**src/rtl/usbfs_tx_sched.sv**
```systemverilog
// USB full-speed IN transmit scheduler: picks the addressed endpoint on an IN token,
// decides DATA/NAK/STALL, routes that endpoint's buffer writes and keeps DATA0/1 toggles.
module usbfs_tx_sched #(
    parameter int N_ENDP  = 4,
    parameter int MAX_PKT = 8,
    localparam int IDX_W  = (MAX_PKT > 1) ? $clog2(MAX_PKT) : 1
) (
    input  logic                  i_clk,
    input  logic                  i_rst,
    input  logic                  i_busReset,
    input  logic                  i_inToken,
    input  logic [3:0]            i_inEndp,
    output logic                  o_respValid,
    output logic [1:0]            o_respKind,
    output logic                  o_dataPid,
    input  logic                  i_txAccepted,
    input  logic                  i_hsAck,
    input  logic                  i_hsTimeout,
    output logic                  o_wrEn,
    output logic [IDX_W-1:0]      o_wrIdx,
    output logic [7:0]            o_wrByte,
    input  logic [N_ENDP-1:0]     i_epValid,
    input  logic [N_ENDP-1:0]     i_epStall,
    output logic [N_ENDP-1:0]     o_epReady,
    output logic [N_ENDP-1:0]     o_epTxAccepted,
    input  logic [N_ENDP-1:0]     i_epWrEn,
    input  logic [N_ENDP*IDX_W-1:0] i_epWrIdx,
    input  logic [N_ENDP*8-1:0]   i_epWrByte,
    input  logic [N_ENDP-1:0]     i_toggleClr
);

    localparam logic [1:0] KIND_DATA  = 2'd0;
    localparam logic [1:0] KIND_NAK   = 2'd1;
    localparam logic [1:0] KIND_STALL = 2'd2;

    typedef enum logic [1:0] {IDLE, RESP, DATA} state_t;

    state_t            state;
    logic [3:0]        sel_q;
    logic [N_ENDP-1:0] toggle;
    logic [N_ENDP-1:0] toggle_next;
    logic [15:0]       valid_x, stall_x, toggle_x;
    logic              sel_ok;
    logic              reset_any;
    logic [1:0]        kind;

    assign reset_any = i_rst | i_busReset;

    // Pad per-endpoint vectors to the full 4-bit endpoint space so any token number indexes safely.
    always_comb begin
        valid_x  = '0;
        stall_x  = '0;
        toggle_x = '0;
        valid_x[N_ENDP-1:0]  = i_epValid;
        stall_x[N_ENDP-1:0]  = i_epStall;
        toggle_x[N_ENDP-1:0] = toggle;
        sel_ok = int'(sel_q) < N_ENDP;
        if (!sel_ok || stall_x[sel_q])
            kind = KIND_STALL;
        else if (valid_x[sel_q])
            kind = KIND_DATA;
        else
            kind = KIND_NAK;
    end

    // A clear applies after the ACK flip so it always wins.
    always_comb begin
        toggle_next = toggle;
        for (int k = 0; k < N_ENDP; k++)
            if (state == DATA && i_hsAck && sel_q == 4'(k))
                toggle_next[k] = ~toggle[k];
        toggle_next = toggle_next & ~i_toggleClr;
    end

    always_ff @(posedge i_clk) begin
        if (reset_any) begin
            state  <= IDLE;
            sel_q  <= '0;
            toggle <= '0;
        end else begin
            toggle <= toggle_next;
            case (state)
                IDLE: if (i_inToken) begin
                    sel_q <= i_inEndp;
                    state <= RESP;
                end
                RESP: state <= (kind == KIND_DATA) ? DATA : IDLE;
                DATA: if (i_hsAck || i_hsTimeout) state <= IDLE;
                default: state <= IDLE;
            endcase
        end
    end

    always_comb begin
        o_respValid    = (state == RESP);
        o_respKind     = (state == RESP) ? kind : KIND_DATA;
        o_dataPid      = (state != IDLE) && toggle_x[sel_q];
        o_wrEn         = 1'b0;
        o_wrIdx        = '0;
        o_wrByte       = '0;
        o_epReady      = '0;
        o_epTxAccepted = '0;
        for (int k = 0; k < N_ENDP; k++) begin
            if (sel_q == 4'(k)) begin
                o_wrIdx  = i_epWrIdx[k*IDX_W +: IDX_W];
                o_wrByte = i_epWrByte[k*8 +: 8];
                if (state == DATA) begin
                    o_wrEn            = i_epWrEn[k];
                    o_epTxAccepted[k] = i_txAccepted;
                    o_epReady[k]      = i_hsAck && !reset_any;
                end
            end
        end
    end

endmodule

```
**config.mk**
```make
export PLATFORM = sky130hd
export DESIGN_NAME = usbfs_tx_sched
export DESIGN_NICKNAME = d
export VERILOG_FILES = /design/src/rtl/usbfs_tx_sched.sv
export SDC_FILE = /design/constraint.sdc
export NUM_CORES = 1
export LEC_CHECK = 0
export CAP_MARGIN = 5
export CORE_MARGIN = 2
export CORE_UTILIZATION = 30
export DETAILED_ROUTE_END_ITERATION = 10
export PLACE_DENSITY = 0.85
export SLEW_MARGIN = 20
export SYNTH_ARGS = -nofsm -noshare
export SYNTH_HDL_FRONTEND = slang
export SYNTH_SLANG_ARGS = --single-unit
```
**constraint.sdc**
```tcl
create_clock -name i_clk -period 2.1 [get_ports i_clk]
set_clock_uncertainty 0.1 [all_clocks]
set_input_delay 0.63 -clock i_clk [delete_from_list [all_inputs] [get_ports i_clk]]
set_output_delay 0.63 -clock i_clk [all_outputs]
set_load 0.03 [all_outputs]
```
==> results.md, run 1 <==
- Synthesis-stage register bit count: 10
- Unrepaired setup endpoints after global routing: yes
- Synth cell types: 33
- Least-Margin Pin Slew: 0.351 ns
- CTS tree: built
- Initial Utilization: 0.321
- First-pass GRT wire length: approximately 8000 µm
- Grt met1 use: 0.323
- Worst-path clk slew: 0.06 ns
- Global route total overflow: 0
- Cell Pwr Density: 296 mW/mm²
- Failing checks: setup timing
- Initial antenna violation count: 1
- Busiest grt layer: met2
- DIE WIDTH: a little over 60 µm
- Routed wire length: 6520 µm
- DRC errors left: 0
- Dominant cells by area after synthesis: mux4_2 29%, dfxtp_1 20%, and2_1 7.5%
- Synth Area in Adders: 0
- Maximum clock frequency: 408 MHz
- Crit path kind: flop to output port
- Mapped Area: 0.00100 mm²
- Compound-Gate Fraction of Synth Area: 0.0436
- CTS Buf Count: 3
- Synthesis Warnings: 0
- Worst R2R Setup Slack: 0.49 ns
- Routed Antenna Nets: 0
- Worst Slack Setup Final: -0.353 ns
- Period minus WS final: 2.45 ns
- Multi-input gate area: 945 µm²
- Tot Pwr: 0.000753 W
- Area growth, synth to finish: 153%
- Vias per inst: 5.50
- EDFF count, synth: 0
- Mean post-synth cell area: 9.94 µm²
- CP required: 1.37 ns
- DRT Pass-1 Iters: 6
- FF/Latch Area: 209 µm²
- Synth cell count leaders: 13 x mux4_2, 13 x nor2_1, 12 x and2_1
- Port bufs: 94
- Worst Setup End Kind: output port
- Largest net degree at the start of global routing: 14
- Maximum vdd ir drop: 0.225 mV
- Period utilization: 1.17
- Synth top area share: 0.292
- DP HPWL: 3460 µm
- Crit-path max FO: 5
- Met3 usage: 0.0973
- Syn Nets: 172
- CTS Root Cell: clkbuf_4
- Hold_buf cts: 0
- Max-slew violation count: 0
- Share of cells above drive strength 1: 0.539
- CP Data Arrival Time: 1.72 ns
- Largest family of logic cells by synthesized area: multiplexers
- Bufs on Longest Clock Path: 2
- Worst setup SP type: flop
- Hold Crit Class: flop to flop
- Hold Fails Final Rpt: 0
- RePlAce Congestion: 0.780
- Sequential fraction of the synthesis area: 0.200
- Clock Sinks: 10
- Post-place instance area: 0.00211 mm²
- FP Rows: 20
- Clock latency on the worst-skew pair: 0.28 ns
- Leakage: 1.12 nW
- Relative slew margins: 0.764
- Die H: 61.8 µm
- WL/cell: 23.9 µm
- Vias: 1501
- FILL cells: around 170
- Pre-CTS setup slack: -0.902 ns
- GRT Total Usage: 0.293
- DIE AREA: 0.00382 mm²
- Met2 usage: 0.499
- Final #Nets: 301
- Post-synthesis xor/xnor area fraction: 0.0349
- Run status: finished with violations
- Post-synthesis simple-gate area fraction: 0.324
- Vias in the first global route: 1526
- Final cell area excluding filler cells: 0.00254 mm²
- Multiplexer share of the synthesized area: 0.352
- Post-Syn Instances: between 100 and 150
- I/O pin total: 95
- CTS HTree Levels: 1
- Synth async-reset ratio: 0
- Max-cap viol count: 0
- DR iter-0 viols: between 80 and 90
- Finish-stage setup viols: 23
- Core footprint: between 0.003 and 0.004 mm²
- Post-synth top flop: dfxtp_1
- Post-synth top area cell: mux4_2
## worst max-delay path: stages, from the launching register on
cell     delay (ns)
dfxtp_4        0.36
buf_6          0.13
buf_8          0.12
buf_4          0.13
buf_6          0.12
nor4_4         0.39
buf_6          0.19
## area by class of cell
cell class | instances | area share
antenna | 1 | 0.000984
clock buffer | 3 | 0.00885
inverter | 1 | 0.00148
multi-input combinational | 83 | 0.371
sequential | 10 | 0.0821
tap | 44 | 0.0216
timing repair buffer | 131 | 0.514
## routing by layer
metal / part of all wire / routed length [µm]
met5: 0 / 0
met3: 0.12 / 790
met4: 0.043 / 283
met2: 0.46 / 3010
met1: 0.37 / 2430
## logic make-up after synthesis
| group | count (synthesis) |
|---|---|
| AOI/OAI and AO/OA | 6 |
| xor gates and xnor gates | 4 |
| buffers and inverters | 8 |
| DFF | 10 |
| muxes | 19 |
| and+or+nand+nor | 54 |
## flip-flops by register name (all words and copies together), names as in the netlist
| signal | count |
|---|---|
| sel_q | 4 |
| toggle | 4 |
| state | 2 |
## report_power, final
group	switching [W]	internal (W)	total, W
Sequential	0.00000391	0.000193	0.000197
Combinational	0.000177	0.000240	0.000417
Clock	0.0000733	0.0000666	0.000140
## worst paths after layout
check / start / end / cells past startpoint
setup reg to reg: sel_q[0] / toggle[1] / 8
hold / removal: toggle[1] / toggle[1] / 2
setup / recovery: sel_q[0] / o_epReady[0] / 6
hold reg to reg: toggle[1] / toggle[1] / 2
## cell usage in the layout, fill, tap and decap left out, types with 5 or more instances in the layout
cell	count
mux4_2	13
dlygate4sd2_1	50
clkdlybuf4s15_1	6
dfxtp_1	5
nor2_4	7
mux2i_1	6
clkdlybuf4s50_1	11
nor2_1	6
buf_8	5
buf_6	29
and2_4	11
buf_4	21
## timing repair
item | 4_1_cts | 5_1_grt
pin swaps | 31 | 5
cloned | 1 | 0
endpoints found under the setup margin | 24 | 23
gates resized for setup | 213 | 14
setup buffers | 12 | 7
## through the flow
step	instances	setup TNS, ns	hold WS (ns)	utilization
final	273	-5.85	0.481	0.813
after global routing	273	-6.70	0.519	0.813
after CTS	266	-4.44	0.454	0.782
after detailed placement	250	-12.92	0.445	0.676
after global placement	250	-12.49	0.428	0.676
after floorplan	101	-0.189	0.407	-
No activity file was read; power rests on OpenSTA's default activity.
==> run 2, diff against run 1 <==
--- a/config.mk
+++ b/config.mk
@@ -6,10 +6,12 @@
 export NUM_CORES = 1
 export LEC_CHECK = 0
 export CAP_MARGIN = 5
+export CORE_ASPECT_RATIO = 0.8
 export CORE_MARGIN = 2
 export CORE_UTILIZATION = 30
 export DETAILED_ROUTE_END_ITERATION = 10
 export PLACE_DENSITY = 0.85
+export REMOVE_ABC_BUFFERS = 1
 export SLEW_MARGIN = 20
 export SYNTH_ARGS = -nofsm -noshare
 export SYNTH_HDL_FRONTEND = slang
==> run 2 against run 1 <==
The flow still finishes with violations (setup timing); critical path depth grew 1; largest cell class unchanged; via count shrank 10%; clock power grew 83%; routed wire length shrank 33%; design area shrank 6.3%; power grew 9.1%; maximum frequency grew 3.1%; worst hold slack lost 0.048 ns.
==> results.md, run 2 (synthesis gave the netlist of run 1 again) <==
- Met3 usage: 0.0263
- Worst Slack Setup Final: -0.279 ns
- Clock latency on the worst-skew pair: about 0.25 ns
- DR iter-0 viols: 33
- Finish-stage setup viols: 23
- Post-place instance area: 0.00212 mm²
- Failing checks: setup timing
- Vias per inst: 5.00
- Largest registers: sel_q x4, toggle x4, state x2
- Bufs on Longest Clock Path: 2
- Origin of the worst min-delay path: sel_q[1]
- I/O pin total: 95
- Run status: finished with violations
- Largest net degree at the start of global routing: 13
- Max-slew violation count: 0
- Routed wire length: 4370 µm
- FILL cells: 216
- Initial antenna violation count: 0
- TNS Setup: -5.29 ns
- CTS Root Cell: clkbuf_8
- Max-cap viol count: 0
- Post-Place Cells: 251
- CP required: between 1 and 1.5 ns
- Final Non-Filler Cells: 270
- First-pass GRT wire length: ~6700 µm
- CP Data Arrival Time: 1.65 ns
- Final #Nets: 302
- Relative slew margins: 0.686
- CP cell instances: buf_12 > buf_8 > nor3b_4 > buf_4 > nand3_2 > a21oi_1 > buf_4
- WL/cell: 16.2 µm
- # diodes: 0
- DRT Pass-1 Iters: 4
- Worst setup SP type: flop
- Period utilization: 1.13
- Met2 usage: 0.463
- Vias: 1351
- Routed Antenna Nets: 0
- Period minus WS final: 2.38 ns
- Grt met1 use: 0.238
- Share of cells above drive strength 1: 0.474
- Clock Sinks: 10
- DP HPWL: 3130 µm
- Crit-path max FO: 5
- Hold path cells: 2
- Cell Pwr Density: roughly 340 mW/mm²
- R2R depth: 9
- Worst Setup End Kind: output port
- DIE WIDTH: 68.7 µm
- FF/Latch Area: 204 µm²
- Multi-input gate area: 841 µm²
- GRT Total Usage: 0.237
- Busiest grt layer: met2
- Crit path kind: flop to output port
- Critical Path Start: sel_q[0]
- Area growth, synth to finish: 138%
- DRC errors left: 0
- RR Startpoint: sel_q[0]
- Die H: 55.7 µm
- CTS Buf Count: 3
- Hold Crit Class: flop to flop
- RePlAce Congestion: 0.852
- CTS tree: built
- Least-Margin Pin Slew: between 0.4 and 0.5 ns
- Port bufs: 94
- Commonest non-fill, non-tap cell in the layout: dlygate4sd2_1
- Fin Hold WS: 0.433 ns
- FP Rows: 18
- CP peak stage delay: 0.35 ns
- Core footprint: 0.00313 mm²
- Global route total overflow: 0
- DIE AREA: 0.00383 mm²
- Vias in the first global route: 1484
- Maximum clock frequency: 420 MHz
- Unrepaired setup endpoints after global routing: yes
- CTS HTree Levels: 1
- Hold Fails Final Rpt: 0
- Final cell area excluding filler cells: roughly 0.0024 mm²
- Most frequent cells in the layout: 55 x dlygate4sd2_1, 38 x buf_4, 16 x buf_6, 13 x mux4_2, 12 x clkdlybuf4s50_1
- Maximum vdd ir drop: 0.262 mV
- Leakage: 1.08 nW
- Initial Utilization: 0.321
- Crit-path slowest cell: dfxtp_2
- Worst-path clk slew: 0.05 ns
- CP most frequent cell: buf_4
-- run 2: changes by cell type in the layout (fill, tap and decap cells not counted), moves of 3 or more --
cell             previous run  this run
buf_4                      21        38
buf_6                      29        16
buf_8                       5         2
clkbuf_4                    3         0
clkbuf_8                    0         4
clkdlybuf4s15_1             6         1
dlygate4sd2_1              50        55
nand2_1                     1         4
nand2_4                     3         0
nor2_1                      6        11
nor2_4                      7         1
-- run 2: layer usage --
| metal | part of all wire | vias to the layer above | routed length [µm] |
|---|---|---|---|
| li1 | - | 629 | - |
| met1 | 0.36 | 637 | 1570 |
| met2 | 0.55 | 72 | 2380 |
| met3 | 0.064 | 13 | 281 |
| met4 | 0.030 | 0 | 133 |
| met5 | 0 | - | 0 |
-- run 2: layout make-up --
class	instances	area share
multi-input combinational	83	0.353
clock buffer	4	0.0231
tap	40	0.0210
inverter	1	0.00157
timing repair buffer	132	0.516
sequential	10	0.0856
-- run 2: where the power goes --
part	switching, W	leakage [nW]	internal, W
Combinational	0.000144	0.968	0.000225
Clock	0.0000897	0.0288	0.000166
Sequential	0.00000299	0.0823	0.000194
-- run 2: worst paths after layout --
check                                 end  slack (ns)
worst min-delay path             sel_q[1]        0.43
worst max register to register  toggle[3]        0.38
worst max-delay path               o_wrEn       -0.28
worst min register to register   sel_q[1]        0.43
-- run 2: critical path, delay by kind of cell, from the launching register on --
kind	cells	cell delay, ns
buffers and inverters	4	0.60
flip-flops	1	0.35
AND/OR/NAND/NOR	2	0.30
AO/OA/AOI/OAI	1	0.15
-- run 2: through the flow --
stage / util / setup slack [ns] / power [W]
floorplan: - / -0.665 / 0.000336
global placement: 0.678 / -0.885 / 0.000543
detailed placement: 0.678 / -0.914 / 0.000548
CTS: 0.754 / -0.260 / 0.000816
global route: 0.761 / -0.359 / 0.000855
finish: 0.761 / -0.279 / 0.000822
-- run 2: what timing repair did --
item / CTS / global route
setup endpoints to repair: 24 / 23
pin swaps: 21 / 5
gates cloned: 1 / 0
buffers inserted: 11 / 3
hold buffers: 0 / 0
gates resized for setup: 184 / 6
